<file path="src/rtl/mem_dump_reader.sv">
// ----------------------------------------------------------------------------
// mem_dump_reader
//
// Debug-side reader for the data memory of the memory-access stage. A start
// pulse (accepted only while idle) makes it walk the memory word by word from
// byte address 0. Each word goes out as NBITS/8 bytes, MSB first, through the
// uart_tx byte handshake. It sits in the debug unit, between the data-memory
// read port and uart_tx.
//
// Ports
//   i_clk        system clock, rising edge
//   i_rst        asynchronous reset, active-low
//   i_start      start-dump request, sampled only while idle
//   o_mem_rd_en  data-memory read strobe, one cycle per word
//   o_mem_addr   word-aligned byte address (word_idx * 4)
//   i_mem_data   read data, valid the cycle after o_mem_rd_en
//   o_tx_data    byte to transmit (held while waiting for i_tx_done)
//   o_tx_start   one-cycle pulse: uart_tx loads o_tx_data
//   i_tx_done    one-cycle pulse from uart_tx: byte fully sent
//   o_busy       high in every state except idle
//   o_done       one-cycle pulse after the last byte of the last word
// ----------------------------------------------------------------------------
module mem_dump_reader #(
  parameter int NBITS   = 32,
  parameter int N_WORDS = 32
) (
  input  logic             i_clk,
  input  logic             i_rst,
  input  logic             i_start,
  output logic             o_mem_rd_en,
  output logic [NBITS-1:0] o_mem_addr,
  input  logic [NBITS-1:0] i_mem_data,
  output logic [7:0]       o_tx_data,
  output logic             o_tx_start,
  input  logic             i_tx_done,
  output logic             o_busy,
  output logic             o_done
);

  localparam int IDX_W   = (N_WORDS > 1) ? $clog2(N_WORDS) : 1;
  localparam int N_BYTES = NBITS / 8;
  localparam int BC_W    = (N_BYTES > 1) ? $clog2(N_BYTES) : 1;

  localparam logic [IDX_W-1:0] LAST_IDX  = IDX_W'(N_WORDS - 1);
  localparam logic [BC_W-1:0]  LAST_BYTE = BC_W'(N_BYTES - 1);

  typedef enum logic [2:0] {
    S_IDLE,
    S_READ,
    S_LATCH,
    S_SEND,
    S_WAIT_TX,
    S_DONE
  } state_t;

  state_t             state_q, state_d;
  logic [IDX_W-1:0]   word_idx_q, word_idx_d;
  logic [BC_W-1:0]    byte_cnt_q, byte_cnt_d;
  logic [NBITS-1:0]   shreg_q, shreg_d;

  // Output registers. Their next values are decoded from the next state so
  // that each registered output lines up with the state it belongs to.
  logic               rd_en_q, rd_en_d;
  logic [NBITS-1:0]   addr_q, addr_d;
  logic [7:0]         tx_data_q, tx_data_d;
  logic               tx_start_q, tx_start_d;
  logic               busy_q, busy_d;
  logic               done_q, done_d;

  always_ff @(posedge i_clk or negedge i_rst) begin
    if (!i_rst) begin
      state_q    <= S_IDLE;
      word_idx_q <= '0;
      byte_cnt_q <= '0;
      shreg_q    <= '0;
      rd_en_q    <= 1'b0;
      addr_q     <= '0;
      tx_data_q  <= '0;
      tx_start_q <= 1'b0;
      busy_q     <= 1'b0;
      done_q     <= 1'b0;
    end else begin
      state_q    <= state_d;
      word_idx_q <= word_idx_d;
      byte_cnt_q <= byte_cnt_d;
      shreg_q    <= shreg_d;
      rd_en_q    <= rd_en_d;
      addr_q     <= addr_d;
      tx_data_q  <= tx_data_d;
      tx_start_q <= tx_start_d;
      busy_q     <= busy_d;
      done_q     <= done_d;
    end
  end

  // Next-state logic.
  always_comb begin
    state_d    = state_q;
    word_idx_d = word_idx_q;
    byte_cnt_d = byte_cnt_q;
    shreg_d    = shreg_q;

    case (state_q)
      S_IDLE: begin
        if (i_start) begin
          word_idx_d = '0;
          byte_cnt_d = '0;
          state_d    = S_READ;
        end
      end
      S_READ: begin
        state_d = S_LATCH;
      end
      S_LATCH: begin
        // Memory read latency is a fixed single cycle, no handshake.
        shreg_d = i_mem_data;
        state_d = S_SEND;
      end
      S_SEND: begin
        // A done arriving here belongs to nothing we sent; it is ignored.
        state_d = S_WAIT_TX;
      end
      S_WAIT_TX: begin
        if (i_tx_done) begin
          shreg_d = shreg_q << 8;
          if (byte_cnt_q != LAST_BYTE) begin
            byte_cnt_d = byte_cnt_q + 1'b1;
            state_d    = S_SEND;
          end else if (word_idx_q == LAST_IDX) begin
            state_d = S_DONE;
          end else begin
            word_idx_d = word_idx_q + 1'b1;
            byte_cnt_d = '0;
            state_d    = S_READ;
          end
        end
      end
      S_DONE: begin
        word_idx_d = '0;
        byte_cnt_d = '0;
        state_d    = S_IDLE;
      end
      default: begin
        state_d = S_IDLE;
      end
    endcase
  end

  // Registered-output decode, keyed on the state being entered.
  always_comb begin
    rd_en_d    = 1'b0;
    addr_d     = '0;
    tx_data_d  = '0;
    tx_start_d = 1'b0;
    done_d     = 1'b0;
    busy_d     = (state_d != S_IDLE);

    case (state_d)
      S_READ: begin
        rd_en_d = 1'b1;
        addr_d  = NBITS'(word_idx_d) << 2;
      end
      S_SEND: begin
        tx_start_d = 1'b1;
        tx_data_d  = shreg_d[NBITS-1 -: 8];
      end
      S_WAIT_TX: begin
        tx_data_d = tx_data_q;
      end
      S_DONE: begin
        done_d = 1'b1;
      end
      default: begin
      end
    endcase
  end

  assign o_mem_rd_en = rd_en_q;
  assign o_mem_addr  = addr_q;
  assign o_tx_data   = tx_data_q;
  assign o_tx_start  = tx_start_q;
  assign o_busy      = busy_q;
  assign o_done      = done_q;

endmodule
</file>
<file path="config.mk">
export PLATFORM = sky130hd
export DESIGN_NAME = mem_dump_reader
export DESIGN_NICKNAME = d
export VERILOG_FILES = /design/src/rtl/mem_dump_reader.sv
export SDC_FILE = /design/constraint.sdc
export NUM_CORES = 1
export LEC_CHECK = 0
export ABC_CLOCK_PERIOD_IN_PS = 2000
export BUFFER_PORTS_ARGS = -buffer_cell sky130_fd_sc_hd__buf_4
export CORE_MARGIN = 2
export CORE_UTILIZATION = 46
export DETAILED_ROUTE_END_ITERATION = 16
export PLACE_DENSITY = 0.69
export SLEW_MARGIN = 25
export SYNTH_ARGS = -nofsm -noshare
export SYNTH_HDL_FRONTEND = slang
export SYNTH_SLANG_ARGS = --single-unit
</file>
<file path="constraint.sdc">
create_clock -name i_clk -period 2 [get_ports i_clk]
set_clock_uncertainty 0.2 [all_clocks]
set_input_delay 0.1 -clock i_clk [delete_from_list [all_inputs] [get_ports i_clk]]
set_output_delay 0.1 -clock i_clk [all_outputs]
set_load 0.01 [all_outputs]
</file>
==> metrics.md <==
| Metric | Value |
|---|---|
| Post-Syn Area | 0.00272 mm² |
| Num ports | 80 |
| CTS sink cnt | a little under 60 |
| Gr usage total | approximately 19% |
| Drt via density | around 5 |
| Core Util, Final | 63.7% |
| Area leader, netlist | dfrtp_1 |
| Reg clk slew, reported paths | 0.06 ns |
| Nets | approximately 370 |
| Ant. Diodes | 0 |
| Post-synthesis sequential area ratio | 54.2% |
| Crit. End Element | flip-flop |
| Top cell type's share of synthesized area | about 54% |
| Crit-path max FO | 8 |
| Final instance area | 0.00370 mm² |
| Status | completed |
| CP max stage cell | dfrtp_1 |
| Die footprint | ~0.0066 mm² |
| Power per standard cell area | between 1000 and 1500 mW/mm² |
| Critical-path cell list | ha_1, inv_1, or2_2, a21o_1, o21ai_0 |
| Clock Root Buffer | clkbuf_8 |
| Final Max Tran Viols | 0 |
| Fin cells | roughly 420 |
| Vias in the first global route | 2021 |
| Placeable core area | 0.00582 mm² |
| Worst Max-Slew Pin Slew | 0.718 ns |
| Async SR Flop Fraction | 100% |
| Finish-stage setup viols | 0 |
| CP Data Required Time | 2.05 ns |
| Slew headroom | 52.1% |
| Fin crit share | between 90% and 100% |
| Startpoint types | flip-flop |
| Horiz. Die Dim | 81.0 µm |
| Minimum clock period | 1.83 ns |
| Setup bufs post-CTS | 0 |
| RePlAce Congestion | ~0.86 |
| I/O Buffers | 52 |
| Synth warn | 0 |
| Distinct cells, synth | 39 |
| Overall Power | between 5 and 6 mW |
| Post-DP HPWL | 3490 µm |
| Achievable Freq | approximately 550 MHz |
| Max Cap Viol | 0 |
| Syn avg cell area | about 11 µm² |
| RSZ-0062 raised after global routing | false |
| Initial core utilization | 46.8% |
| Max clock buf depth | 2 |
| Worst Path Arrival | between 1.5 and 2 ns |
| Post-synth EDFFs | 0 |
| Global-route wire length before repair | around 9500 µm |
| CP peak stage delay | ~0.37 ns |
| Layout area overhead | 36.0% |
| ANT nets after route | 0 |
| Min-delay worst type | primary input to asynchronous set/reset pin |
| Post-synthesis register bit count | around 60 |
| Top FF cell, synth | dfrtp_1 |
| Via count | just over 2000 |
| Placement Cell Area | 0.00311 mm² |
| Minimum setup slack after placement | between 0.1 and 0.15 ns |
| Worst reg-to-reg setup slack | about 0.17 ns |
| Drt first pass iters | 4 |
| Gate Count Post-Synth | around 250 |
| Worst skew pair latency | about 0.34 ns |
| DRT iter0 DRCs | about 110 |
| Dominant cells by area after synthesis | dfrtp_1 (54%), buf_4 (7.7%), a22o_1 (7.7%) |
| Commonest cells post-synth | dfrtp_1 (59), nand2_1 (36), buf_4 (28) |
| Initial antenna violation count | 0 |
| H-tree Lvls | 3 |
| Largest net degree at the start of global routing | 60 |
| Critical path type | flip-flop to flip-flop |
| Row count | 28 |
| Most common cell in the synthesized netlist | dfrtp_1 |
| Routed len/inst | roughly 14 µm |
| Cts bufs inserted | 9 |
| Share of cells above drive strength 1 | 26.4% |
| Fin worst setup slack | ~0.17 ns |
| DRC | 0 |
| Worst hold slack | roughly 0.16 ns |
| Global route overflow | 0 |
| CTS tree | done |
| Die height | slightly above 80 µm |
| Final WL | ~5700 µm |
| Max VDD drop | between 800 and 900 µV |
| Setup TNS | 0 ns |
| Final Hold Viols | 0 |
| # fillers | 488 |
| Cell count after placement | 365 |
| Leakage power | 1.90 nW |
-- power by group --
group | internal (mW) | switching [mW] | total [mW]
combinational | 0.934 | 0.956 | 1.89
sequential | 1.66 | 0.262 | 1.92
clock | 0.806 | 0.461 | 1.27
-- registers in the layout (all words and copies together), names as in the netlist --
| signal | cells |
|---|---|
| o_tx_data | 8 |
| o_mem_addr | 5 |
| o_busy | 1 |
| byte_cnt_q | 2 |
| o_done | 1 |
| shreg_q | 32 |
| word_idx_q | 5 |
| o_mem_rd_en | 1 |
| state_q | 3 |
| o_tx_start | 1 |
-- logic make-up after synthesis --
logic type                 synth area share, %
AOI/OAI and AO/OA                         22.1
and+or+nand+nor                           11.9
adders and majority gates                0.919
buffers and inverters                     10.7
other                                    0.138
DFF                                       54.2
-- cell usage in the layout (no fill, tap or decap), drive strengths merged, types with 2 or more instances in the layout --
master	netlist	final
a21o	12	12
a21oi	7	7
a22o	24	24
a22oi	16	16
a31oi	4	4
and2	3	3
and3	3	3
buf	41	61
bufinv	0	2
clkbuf	1	13
conb	1	27
dfrtp	59	59
dlygate4sd3	0	35
ha	2	2
inv	3	3
nand2	36	36
nand4	2	2
nor2	4	4
nor2b	2	2
nor3b	4	4
o21ai	3	3
o21bai	3	3
or2	2	2
-- what timing repair did --
action                                  in CTS  in global routing
endpoints found under the hold margin       98                  0
endpoints found under the setup margin       0                  3
hold buffers                                35                  0
resized for setup                            0                  2
-- final timing paths --
kind                               start       endpoint  cells after the start
max                        byte_cnt_q[1]  byte_cnt_q[1]                      5
min                                i_rst  o_mem_addr[5]                      2
max reg2reg                byte_cnt_q[1]  byte_cnt_q[1]                      5
min reg2reg                  shreg_q[22]    shreg_q[22]                      2
max in group asynchronous          i_rst    shreg_q[22]                      2
min in group i_clk           shreg_q[22]    shreg_q[22]                      2
-- per-layer routing --
metal | vias up | track usage, % | routed length [µm]
met5 | - | 0 | 0
met4 | 0 | 10.8 | 183
met2 | 76 | 28.3 | 2670
met3 | 18 | 5.56 | 296
met1 | 975 | 25.9 | 2540
li1 | 1010 | - | -
-- worst max-delay path: cells and delay by family, from the launching register on --
family,cells,cell delay (ns)
AO/OA/AOI/OAI,2,0.38
flip-flops,1,0.37
AND/OR/NAND/NOR,1,0.36
adder cells (fa/ha/maj),1,0.30
buffers and inverters,1,0.13
-- cell type report --
class / count / area (µm²) / share of cell area [%]
multi-input combinational: 167 / 1060 / 28.7
tap: 75 / 93.8 / 2.53
clock buffer: 13 / 169 / 4.56
sequential: 59 / 1480 / 39.9
timing repair buffer: 96 / 821 / 22.2
inverter: 3 / 11.3 / 0.304
clock inverter: 3 / 68.8 / 1.86
Note: power is estimated with default switching activity, not from simulation.
